$ cat config.mk
export PLATFORM = sky130hd
export DESIGN_NAME = fetch_unit_flat
export DESIGN_NICKNAME = d
export VERILOG_FILES = /design/src/rtl/fetch_unit_pkg.sv /design/src/rtl/fetch_unit_if.sv /design/src/rtl/fetch_skid_buf.sv /design/src/rtl/fetch_unit.sv /design/src/flat_wrapper.sv
export SDC_FILE = /design/constraint.sdc
export NUM_CORES = 1
export LEC_CHECK = 0
export BUFFER_PORTS_ARGS = -buffer_cell sky130_fd_sc_hd__buf_2
export CORE_UTILIZATION = 44
export CTS_BUF_LIST = sky130_fd_sc_hd__clkbuf_16
export DETAILED_ROUTE_END_ITERATION = 8
export GPL_ROUTABILITY_DRIVEN = 0
export PLACE_DENSITY = 0.81
export SLEW_MARGIN = 20
export SYNTH_ARGS = -nofsm -noshare
export SYNTH_HDL_FRONTEND = slang
export SYNTH_SLANG_ARGS = --single-unit
$ cat constraint.sdc
create_clock -name clk -period 2.1 [get_ports clk]
set_clock_uncertainty 0.15 [all_clocks]
set_input_delay 0.42 -clock clk [delete_from_list [all_inputs] [get_ports clk]]
set_output_delay 0.42 -clock clk [all_outputs]
set_load 0.05 [all_outputs]
$ cat src/rtl/fetch_unit_pkg.sv
// Shared definitions for the instruction-fetch stage: NOP word, HALT opcode,
// FSM state encoding and a halt-decode helper.
package fetch_unit_pkg;

    localparam logic [15:0] NOP_INSTR_C = 16'h0800;
    localparam logic [4:0]  HALT_OPC_C  = 5'b00000;

    typedef enum logic [1:0] {
        ST_REQ  = 2'd0,
        ST_WAIT = 2'd1,
        ST_HOLD = 2'd2,
        ST_HALT = 2'd3
    } fetch_state_e;

    function automatic logic is_halt(input logic [15:0] instr);
        return (instr[15:11] == HALT_OPC_C);
    endfunction

endpackage

$ cat src/rtl/fetch_unit_if.sv
// Instruction-memory read port between the fetch stage (master) and memory (slave).
interface fetch_unit_if;
    logic [15:0] imem_addr;
    logic        imem_rd;
    logic        imem_stall;
    logic        imem_done;
    logic [15:0] imem_data;
    logic        imem_err;

    modport master (
        output imem_addr, imem_rd,
        input  imem_stall, imem_done, imem_data, imem_err
    );

    modport slave (
        input  imem_addr, imem_rd,
        output imem_stall, imem_done, imem_data, imem_err
    );
endinterface

$ cat src/rtl/fetch_skid_buf.sv
// One-entry holding register for a fetched word while decode/memory stall.
// Clear wins over load so a redirect always invalidates the entry.
module fetch_skid_buf (
    input  logic        clk,
    input  logic        rst,
    input  logic        load_i,
    input  logic        clear_i,
    input  logic [15:0] instr_d,
    input  logic        err_d,
    output logic [15:0] instr_q,
    output logic        err_q,
    output logic        valid_q
);

    // Entry register: clear has priority, then load, else hold.
    always_ff @(posedge clk or posedge rst) begin
        if (rst) begin
            instr_q <= 16'h0000;
            err_q   <= 1'b0;
            valid_q <= 1'b0;
        end else if (clear_i) begin
            instr_q <= 16'h0000;
            err_q   <= 1'b0;
            valid_q <= 1'b0;
        end else if (load_i) begin
            instr_q <= instr_d;
            err_q   <= err_d;
            valid_q <= 1'b1;
        end else begin
            instr_q <= instr_q;
            err_q   <= err_q;
            valid_q <= valid_q;
        end
    end

endmodule

$ cat src/rtl/fetch_unit.sv
// Instruction-fetch stage: owns the PC, issues single outstanding reads to a
// multi-cycle instruction memory and presents instructions to decode.
module fetch_unit
    import fetch_unit_pkg::*;
#(
    parameter logic [15:0] RESET_PC  = 16'h0000,
    parameter logic [15:0] NOP_INSTR = NOP_INSTR_C
) (
    input  logic                clk,
    input  logic                rst,
    input  logic                stall_d,
    input  logic                stall_m,
    input  logic                branch_taken,
    input  logic [15:0]         branch_target,
    fetch_unit_if.master        imem,
    output logic [15:0]         instr_f,
    output logic [15:0]         pc_f,
    output logic                stall_f,
    output logic                err_instr_mem
);

    fetch_state_e state_q, state_d;
    logic [15:0]  pc_q, pc_d;
    logic         drop_q, drop_d;

    logic         buf_load_s, buf_clear_s;
    logic [15:0]  buf_instr_s;
    logic         buf_err_s, buf_valid_s;

    logic         word_vld_s;
    logic [15:0]  word_s;
    logic         word_err_s;
    logic         rd_s;
    logic         deliver_s;
    logic         consume_s;

    fetch_skid_buf u_skid (
        .clk     (clk),
        .rst     (rst),
        .load_i  (buf_load_s),
        .clear_i (buf_clear_s),
        .instr_d (word_s),
        .err_d   (word_err_s),
        .instr_q (buf_instr_s),
        .err_q   (buf_err_s),
        .valid_q (buf_valid_s)
    );

    assign consume_s = ~stall_d & ~stall_m;

    // Next-state, PC, drop flag and skid-buffer control.
    always_comb begin
        state_d     = state_q;
        pc_d        = pc_q;
        drop_d      = drop_q;
        buf_load_s  = 1'b0;
        buf_clear_s = 1'b0;
        word_vld_s  = 1'b0;
        word_s      = buf_instr_s;
        word_err_s  = buf_err_s;
        rd_s        = 1'b0;

        case (state_q)
            ST_REQ: begin
                rd_s = 1'b1;
                if (!imem.imem_stall && imem.imem_done) begin
                    word_vld_s = 1'b1;
                    word_s     = imem.imem_data;
                    word_err_s = imem.imem_err;
                end else if (!imem.imem_stall) begin
                    state_d = ST_WAIT;
                end else begin
                    state_d = ST_REQ;
                end
            end
            ST_WAIT: begin
                if (imem.imem_done && drop_q) begin
                    drop_d  = 1'b0;
                    state_d = ST_REQ;
                end else if (imem.imem_done) begin
                    word_vld_s = 1'b1;
                    word_s     = imem.imem_data;
                    word_err_s = imem.imem_err;
                end else begin
                    state_d = ST_WAIT;
                end
            end
            ST_HOLD: begin
                word_vld_s = buf_valid_s;
            end
            ST_HALT: begin
                state_d = ST_HALT;
            end
            default: begin
                state_d = ST_REQ;
            end
        endcase

        if (word_vld_s && consume_s) begin
            pc_d        = pc_q + 16'd2;
            buf_clear_s = 1'b1;
            state_d     = (is_halt(word_s) || word_err_s) ? ST_HALT : ST_REQ;
        end else if (word_vld_s) begin
            buf_load_s = 1'b1;
            state_d    = ST_HOLD;
        end else begin
            buf_load_s = 1'b0;
        end

        // A read accepted or still in flight at redirect time must be drained and dropped.
        if (branch_taken) begin
            pc_d        = branch_target;
            buf_clear_s = 1'b1;
            buf_load_s  = 1'b0;
            if ((state_q == ST_WAIT && !imem.imem_done) ||
                (state_q == ST_REQ && !imem.imem_stall && !imem.imem_done)) begin
                drop_d  = 1'b1;
                state_d = ST_WAIT;
            end else begin
                drop_d  = 1'b0;
                state_d = ST_REQ;
            end
        end else begin
            drop_d = drop_d;
        end
    end

    // State, PC and drop-flag registers.
    always_ff @(posedge clk or posedge rst) begin
        if (rst) begin
            state_q <= ST_REQ;
            pc_q    <= RESET_PC;
            drop_q  <= 1'b0;
        end else begin
            state_q <= state_d;
            pc_q    <= pc_d;
            drop_q  <= drop_d;
        end
    end

    assign deliver_s      = word_vld_s & ~branch_taken & ~rst;
    assign imem.imem_addr = pc_q;
    assign imem.imem_rd   = rd_s & ~rst;
    assign instr_f        = deliver_s ? word_s : NOP_INSTR;
    assign stall_f        = ~deliver_s;
    assign err_instr_mem  = deliver_s & word_err_s;
    assign pc_f           = pc_q + 16'd2;

endmodule

$ cat src/flat_wrapper.sv
// flat-port wrapper written by rule: the top's interface ports become plain ports
module fetch_unit_flat import fetch_unit_pkg::*;
#(
    parameter logic [15:0] RESET_PC  = 16'h0000,
    parameter logic [15:0] NOP_INSTR = NOP_INSTR_C
)
  (clk, rst, stall_d, stall_m, branch_taken, branch_target, instr_f, pc_f, stall_f, err_instr_mem, imem_imem_addr, imem_imem_rd, imem_imem_stall, imem_imem_done, imem_imem_data, imem_imem_err);
  fetch_unit_if imem_i ();
  input  logic clk;
  input  logic rst;
  input  logic stall_d;
  input  logic stall_m;
  input  logic branch_taken;
  input  logic [15:0] branch_target;
  output logic [15:0] instr_f;
  output logic [15:0] pc_f;
  output logic stall_f;
  output logic err_instr_mem;
  output wire logic [$bits(imem_i.imem_addr)-1:0] imem_imem_addr;
  output wire logic [$bits(imem_i.imem_rd)-1:0] imem_imem_rd;
  input wire logic [$bits(imem_i.imem_stall)-1:0] imem_imem_stall;
  input wire logic [$bits(imem_i.imem_done)-1:0] imem_imem_done;
  input wire logic [$bits(imem_i.imem_data)-1:0] imem_imem_data;
  input wire logic [$bits(imem_i.imem_err)-1:0] imem_imem_err;
  assign imem_imem_addr = imem_i.imem_addr;
  assign imem_imem_rd = imem_i.imem_rd;
  assign imem_i.imem_stall = imem_imem_stall;
  assign imem_i.imem_done = imem_imem_done;
  assign imem_i.imem_data = imem_imem_data;
  assign imem_i.imem_err = imem_imem_err;
  fetch_unit #(.RESET_PC(RESET_PC), .NOP_INSTR(NOP_INSTR)) u_core (.clk(clk), .rst(rst), .stall_d(stall_d), .stall_m(stall_m), .branch_taken(branch_taken), .branch_target(branch_target), .imem(imem_i), .instr_f(instr_f), .pc_f(pc_f), .stall_f(stall_f), .err_instr_mem(err_instr_mem));
endmodule
==> results of run 1 <==
worst max-delay path by stage:
stage / from / endpoint / slack (ns)
after floorplan: u_core.state_q[1] / instr_f[10] / -0.42
after global placement: imem_imem_done / instr_f[14] / -0.36
after detailed placement: imem_imem_done / instr_f[10] / -0.36
after CTS: u_core.state_q[1] / instr_f[11] / -0.53
after global routing: u_core.state_q[1] / instr_f[11] / -0.68
final: u_core.state_q[1] / instr_f[11] / -0.63
final cells by class:
cell class / count / area [um2]
multi-input combinational: 204 / 1810
fill: 186 / 472
tap: 67 / 83.8
sequential: 37 / 950
clock buffer: 5 / 125
timing repair buffer: 161 / 1380
clock inverter: 3 / 13.8
inverter: 3 / 11.3
report_power, final:
group          internal [W]  total (W)  leakage [nW]  switching, W
clock              0.000431   0.000723        0.0748      0.000292
sequential         0.000794   0.000878         0.454     0.0000833
combinational      0.000568    0.00142          1.34      0.000857
metrics by stage:
stage / setup slack [ns] / TNS (ns) / cell area, um2 / util, % / cells
after floorplan: -0.417 / -7.94 / 2710 / - / 262
after CTS: -0.527 / -10.01 / 4080 / 84.1 / 468
after global routing: -0.681 / -16.84 / 4380 / 90.3 / 480
after detailed placement: -0.362 / -6.97 / 3580 / 73.8 / 451
after global placement: -0.356 / -6.76 / 3580 / 73.8 / 451
final: -0.628 / -14.38 / 4380 / 90.3 / 480
synth_stat cells (3+ instances only):
cell type  instances
nand4_1            5
dfrtp_1           37
o21ai_0           13
buf_2              5
nor2b_1            3
a22o_1            15
nand2_1           46
o311ai_0           3
or4_1              5
nor2_1            18
nor3_1             6
or3_1              7
a21oi_1           19
clkbuf_1           8
buf_4              3
a31oi_1            8
nand3_1            5
xnor2_1            8
xor2_1             8
o31ai_1            3
state kept, by name, summed over array words and instances, names as in the netlist:
name / flops
u_core.state_q: 2
u_core.u_skid.err_q: 1
u_core.u_skid.instr_q: 16
u_core.drop_q: 1
u_core.u_skid.valid_q: 1
u_core.imem.imem_addr: 16
timing repair:
action	4_1_cts	5_1_grt
buffers inserted	7	11
setup endpoints to repair	38	60
pin swaps	23	23
hold endpoints to repair	8	0
cloned	2	2
hold buffers	1	0
gates resized for setup	74	49
per-layer routing:
layer / GRT usage (%) / up-vias
met1: 43.5 / 1477
li1: - / 1252
met2: 53.4 / 262
met4: 13.2 / 0
met5: 0 / -
met3: 5.62 / 82
critical path, stage by stage, from the launching register on:
cell	delay, ns
dfrtp_1	0.40
buf_6	0.14
nor4b_4	0.31
nor3_2	0.09
or3_4	0.41
buf_12	0.17
nand3b_1	0.17
buf_6	0.16
placed cells by master, fill, tap and decap left out, types with 3 or more instances in the layout:
cell,n
a21oi_4,11
a31oi_1,8
nor2_1,15
a21oi_1,3
or3_1,4
o21ai_0,9
xor2_4,4
buf_2,60
buf_4,42
inv_1,3
xor2_1,3
nand3_1,3
o31ai_1,3
nor3_1,5
or3_4,3
nor2b_1,3
xnor2_4,6
buf_12,6
buf_6,49
o21ai_1,3
nand4_1,5
nor2_4,3
nand2_1,42
a22o_1,15
dfrtp_2,13
dfrtp_1,22
clkbuf_16,6
a21oi_2,5
or4_1,3
logic make-up after synthesis:
kind of cell / synth area share (%)
buffers and inverters: 4.62
muxes: 1.87
and+or+nand+nor: 24.7
xor gates and xnor gates: 6.16
AOI/OAI and AO/OA: 21.4
DFF: 40.7
adders and majority gates: 0.550
==> impl_metrics.json, run 1 <==
{
  "syn_nets": 303,
  "clock-sinks": 37,
  "cts_buffers": 5,
  "ys_seq_area_share_pct": 40.7,
  "vias": 3073,
  "synthCells": 262,
  "drtPass1Iterations": 5,
  "worstRegToRegCells": 8,
  "synth.distinct_cells": 49,
  "diodes": 0,
  "worstPathArrival_ns": 2.16,
  "hold_viol_final": 0,
  "holdPathStages": 3,
  "top_layer": "met4",
  "nNetsFinal": 453,
  "max-cap-violations": 0,
  "die_h_um": 73.9,
  "crit_path_start_kind": "flip-flop",
  "synth_seq_cells": 37,
  "vias_per_cell": 6.40,
  "grt_pass1_vias": 2601,
  "r2r-start": "u_core.state_q[1]",
  "syn2layout_area_growth_pct": 92.3,
  "report.power.total_w": 0.00303,
  "grt_max_degree": 30,
  "synth_async_sr_flop_share_pct": 100,
  "final.period_utilization_pct": 130,
  "die_area_um2": 5460,
  "start_util_pct": 46.9,
  "maxSlewHeadroom_pct": 68.1,
  "r2r-end": "u_core.imem.imem_addr[7]",
  "status": "finished with violations",
  "die_w_um": 73.9,
  "max_freq_mhz": 367,
  "period_needed_ns": 2.73,
  "track_usage_pct": 32.8,
  "layout-drive-gt1-share_pct": 59.3,
  "ir_drop_mv": 0.620,
  "wl_met2_mm": 5.33,
  "syn_area_um2": 2280,
  "ios": 91,
  "final_max_slew_viol_count": 0,
  "critical_path.max_fanout": 5,
  "setup_viol": 51,
  "port_buffers": 90,
  "routedWlPerCell_um": 22.8,
  "synth_top_cell_area_share_pct": 40.7,
  "clockBufferDepth": 2,
  "cts_tree": "built",
  "end_kind": "primary output",
  "p_leak_nw": 1.87,
  "syn-mean-instance-area_um2": 8.69,
  "clk_latency_ns": 0.29,
  "wl_met3_um": 917,
  "cts.clk_slew.worst_paths_ns": 0.05,
  "power_density_nw_per_um2": 691,
  "fin_hold_ws_ns": 0.203,
  "core-area_um2": 4850,
  "antenna_left": 0,
  "hold_end": "u_core.imem.imem_addr[13]",
  "required_ns": 1.53,
  "critical_path_class": "flip-flop to primary output",
  "ff2ff_setup_slack_ns": -0.21,
  "wl_mm": 10.9,
  "synth-edff-count": 0,
  "violations": "negative setup slack",
  "yosys.area.top_type": "dfrtp_1",
  "grt_overflow": 0,
  "tightest_slew_ns": 0.471,
  "antenna_found_initial": 0,
  "grt_pass1_wl_mm": 13.3,
  "synth_warnings": 0,
  "hpwl_mm": 5.14,
  "cts_root_buf": "clkbuf_16",
  "wirelength_met1_mm": 3.90,
  "drt_iter0_markers": 404,
  "yosys-top-cells-area": "dfrtp_1, nand2_1, a22o_1, a21oi_1, xnor2_1",
  "fp-row-count": 25,
  "hold_path_class": "primary input to flip-flop",
  "rsz0062_at_grt": "yes",
  "min_from": "branch_target[13]",
  "ys.flop_type": "dfrtp_1",
  "route.detailed.drc": 0,
  "setup_ws_ns": -0.628,
  "h-tree-depth": 2
}
No activity file was read; power rests on OpenSTA's default activity.
==> run 2: changes to the inputs <==
--- a/config.mk
+++ b/config.mk
@@ -5,12 +5,13 @@
 export SDC_FILE = /design/constraint.sdc
 export NUM_CORES = 1
 export LEC_CHECK = 0
+export ABC_AREA = 1
 export BUFFER_PORTS_ARGS = -buffer_cell sky130_fd_sc_hd__buf_2
 export CORE_UTILIZATION = 44
 export CTS_BUF_LIST = sky130_fd_sc_hd__clkbuf_16
 export DETAILED_ROUTE_END_ITERATION = 8
 export GPL_ROUTABILITY_DRIVEN = 0
-export PLACE_DENSITY = 0.81
+export PLACE_DENSITY_LB_ADDON = 0.12
 export SLEW_MARGIN = 20
 export SYNTH_ARGS = -nofsm -noshare
 export SYNTH_HDL_FRONTEND = slang
==> impl_metrics.json, run 2 <==
{
  "track_usage_pct": 26.7,
  "tightest_slew_ns": 0.475,
  "layout-drive-gt1-share_pct": 59.3,
  "synth_top_family_by_area": "simple AND/OR/NAND/NOR gates",
  "synth_compound_area_share_pct": 6.72,
  "met2_usage_pct": 45.1,
  "synth-edff-count": 0,
  "diodes": 0,
  "critical_path_class": "flip-flop to primary output",
  "hold_path_class": "primary input to flip-flop",
  "grt_overflow": 0,
  "grt_pass1_vias": 2283,
  "synth_simple_gate_area_share_pct": 33.1,
  "route.detailed.drc": 0,
  "fp-row-count": 25,
  "antenna_found_initial": 0,
  "synth_async_sr_flop_share_pct": 100,
  "path_cells": "inv_2 > nor2_2 > nand2_2 > nand3_4 > nand2_4 > nor2_4 > buf_12 > clkinv_8 > nor2_4 > buf_8",
  "synth_warnings": 0,
  "maxSlewHeadroom_pct": 68.4,
  "power_density_nw_per_um2": 999,
  "regArea_um2": 943,
  "ys_seq_area_share_pct": 41.4,
  "nNetsFinal": 472,
  "clk_latency_ns": 0.29,
  "switching_share_pct": 44.5,
  "die_w_um": 73.3,
  "violations": "negative setup slack",
  "vias": 2614,
  "pre_cts_slack_ns": -0.104,
  "syn_nets": 322,
  "n_fill_cell": 254,
  "p_seq_share_pct": 24.3,
  "critical_path.max_fanout": 5,
  "grt_max_degree": 36,
  "synth_common_cells": "nand2_1, nor2_1, dfrtp_1",
  "synth_xor_area_share_pct": 4.31,
  "cpMostUsedCell": "nor2_4",
  "synth.distinct_cells": 35,
  "grt_pass1_wl_mm": 10.7,
  "end_kind": "primary output",
  "ys.flop_type": "dfrtp_1",
  "power.switching_w": 0.00185,
  "synthCells": 281,
  "required_ns": 1.53,
  "max-cap-violations": 0,
  "yosys-top-cells-area": "dfrtp_1, nand2_1, nor2_1, mux2i_1, inv_1",
  "die_area_um2": 5370,
  "ir_drop_mv": 0.607,
  "start_util_pct": 46.4,
  "drtPass1Iterations": 4,
  "synthMuxAreaShare_pct": 4.93,
  "period_needed_ns": 2.44,
  "port_buffers": 90,
  "cts_tree": "built",
  "final_cell_mix": "nand2_1, buf_2, buf_4, buf_6, inv_1",
  "cts.clk_slew.worst_paths_ns": 0.06,
  "cpLargestDelayFamily": "simple AND/OR/NAND/NOR gates",
  "vias_per_cell": 5.24,
  "hold_viol_final": 0,
  "final.period_utilization_pct": 116,
  "p_leak_nw": 2.02,
  "drt_iter0_markers": 157,
  "synth_top_cell_area_share_pct": 41.4,
  "hpwl_mm": 4.40,
  "cts_root_buf": "clkbuf_16",
  "syn_area_um2": 2230,
  "critPathMaxStageDelay_ns": 0.47,
  "met1_usage_pct": 34.5,
  "use_met3_pct": 4.94,
  "clockBufferDepth": 2,
  "max_freq_mhz": 410,
  "worstPathArrival_ns": 1.87,
  "cts_buffers": 5,
  "synth_seq_cells": 37,
  "die_h_um": 73.3,
  "clkPwrFrac_pct": 21.0,
  "h-tree-depth": 2,
  "power.share.combinational_pct": 54.7,
  "routedWlPerCell_um": 17.7,
  "syn-mean-instance-area_um2": 7.95,
  "antenna_left": 0,
  "setup_ws_ns": -0.339,
  "report.power.total_w": 0.00416,
  "synth_most_common_cell": "nand2_1",
  "power.internal_w": 0.00231,
  "multi_input_area_um2": 1640,
  "crit_path_start_kind": "flip-flop",
  "status": "finished with violations",
  "ios": 91,
  "final_max_slew_viol_count": 0,
  "yosys.area.top_type": "dfrtp_1",
  "clock-sinks": 37,
  "core-area_um2": 4820,
  "syn2layout_area_growth_pct": 86.1,
  "crit_buf_inv": 4,
  "setup_viol": 31,
  "wl_mm": 8.81,
  "rsz0062_at_grt": "yes",
  "top_usage_layer": "met2",
  "final_common_cell": "nand2_1",
  "crit_slowest_cell": "dfrtp_2",
  "synth-adder-area-share_pct": 0.560
}
==> run 2: power by group through the flow <==
stage	Combinational, W	Sequential [W]	Clock (W)
3_5_place_dp	0.00181	0.000989	0
4_1_cts	0.00199	0.000983	0.000847
3_3_place_gp	0.00179	0.000987	0
2_1_floorplan	0.00117	0.00113	0
5_1_grt	0.00238	0.00102	0.000898
6_report	0.00227	0.00101	0.000871
==> run 2: timing repair <==
item                                    CTS  global route
hold buffers                              1             0
pin swaps                                 5            19
endpoints found under the setup margin   30            33
endpoints found under the hold margin     2             0
buffers inserted                          9            14
cloned                                    0             2
gates resized for setup                  84            48
==> run 2: routing by layer <==
layer  up-vias  wire, um
met1      1270      3400
li1       1189         -
met3        23       608
met5         -         0
met2       132      4590
met4         0       214
==> run 2: worst reg2reg max path: stages, from the launching register on <==
cell and delay, ns:
dfrtp_2 0.46, inv_2 0.07, nor2_4 0.13, nand2_4 0.10
nand2_8 0.18, buf_4 0.19, nand2_1 0.08, nand2_2 0.11
buf_4 0.13, nand3_1 0.09, o21bai_1 0.19, nand2_1 0.09
nand2_1 0.07
==> run 2: per-stage QoR <==
step	cells	area [um2]	hold WS [ns]	TNS [ns]	util (%)
final	499	4160	0.184	-6.52	86.3
after global routing	499	4160	0.197	-8.48	86.3
after CTS	483	3820	0.194	-4.00	79.3
after detailed placement	466	3290	0.204	-1.41	68.3
after global placement	466	3290	0.196	-1.17	68.3
after floorplan	281	2560	0.314	-0.298	-
==> run 2: worst paths after layout <==
check / from / end / slack [ns] / cells after the start
worst max-delay path: u_core.state_q[1] / instr_f[7] / -0.34 / 10
worst min-delay path: branch_target[0] / u_core.imem.imem_addr[0] / 0.18 / 3
worst max register to register: u_core.state_q[0] / u_core.state_q[0] / 0 / 12
worst min register to register: u_core.imem.imem_addr[0] / u_core.imem.imem_addr[0] / 0.34 / 2
max in group asynchronous: rst / u_core.imem.imem_addr[4] / 0.67 / 4
min in group asynchronous: rst / u_core.u_skid.instr_q[14] / 0.44 / 3
==> run 2: kinds of logic after synthesis <==
logic type	after synthesis
AND/OR/NAND/NOR	159
buffers and inverters	42
XOR/XNOR	11
AO/OA/AOI/OAI	20
multiplexers	11
adder cells (fa/ha/maj)	1
flip-flops	37
==> run 2: layout make-up <==
cell class              count  area share (%)
multi-input cells         202            39.3
repair buffers            150            28.0
flip-flops and latches     37            22.7
inverters                  33            3.46
clock buffers               5            3.01
well taps                  67            2.02
clock inverters             3           0.903
repair inverters            2           0.602
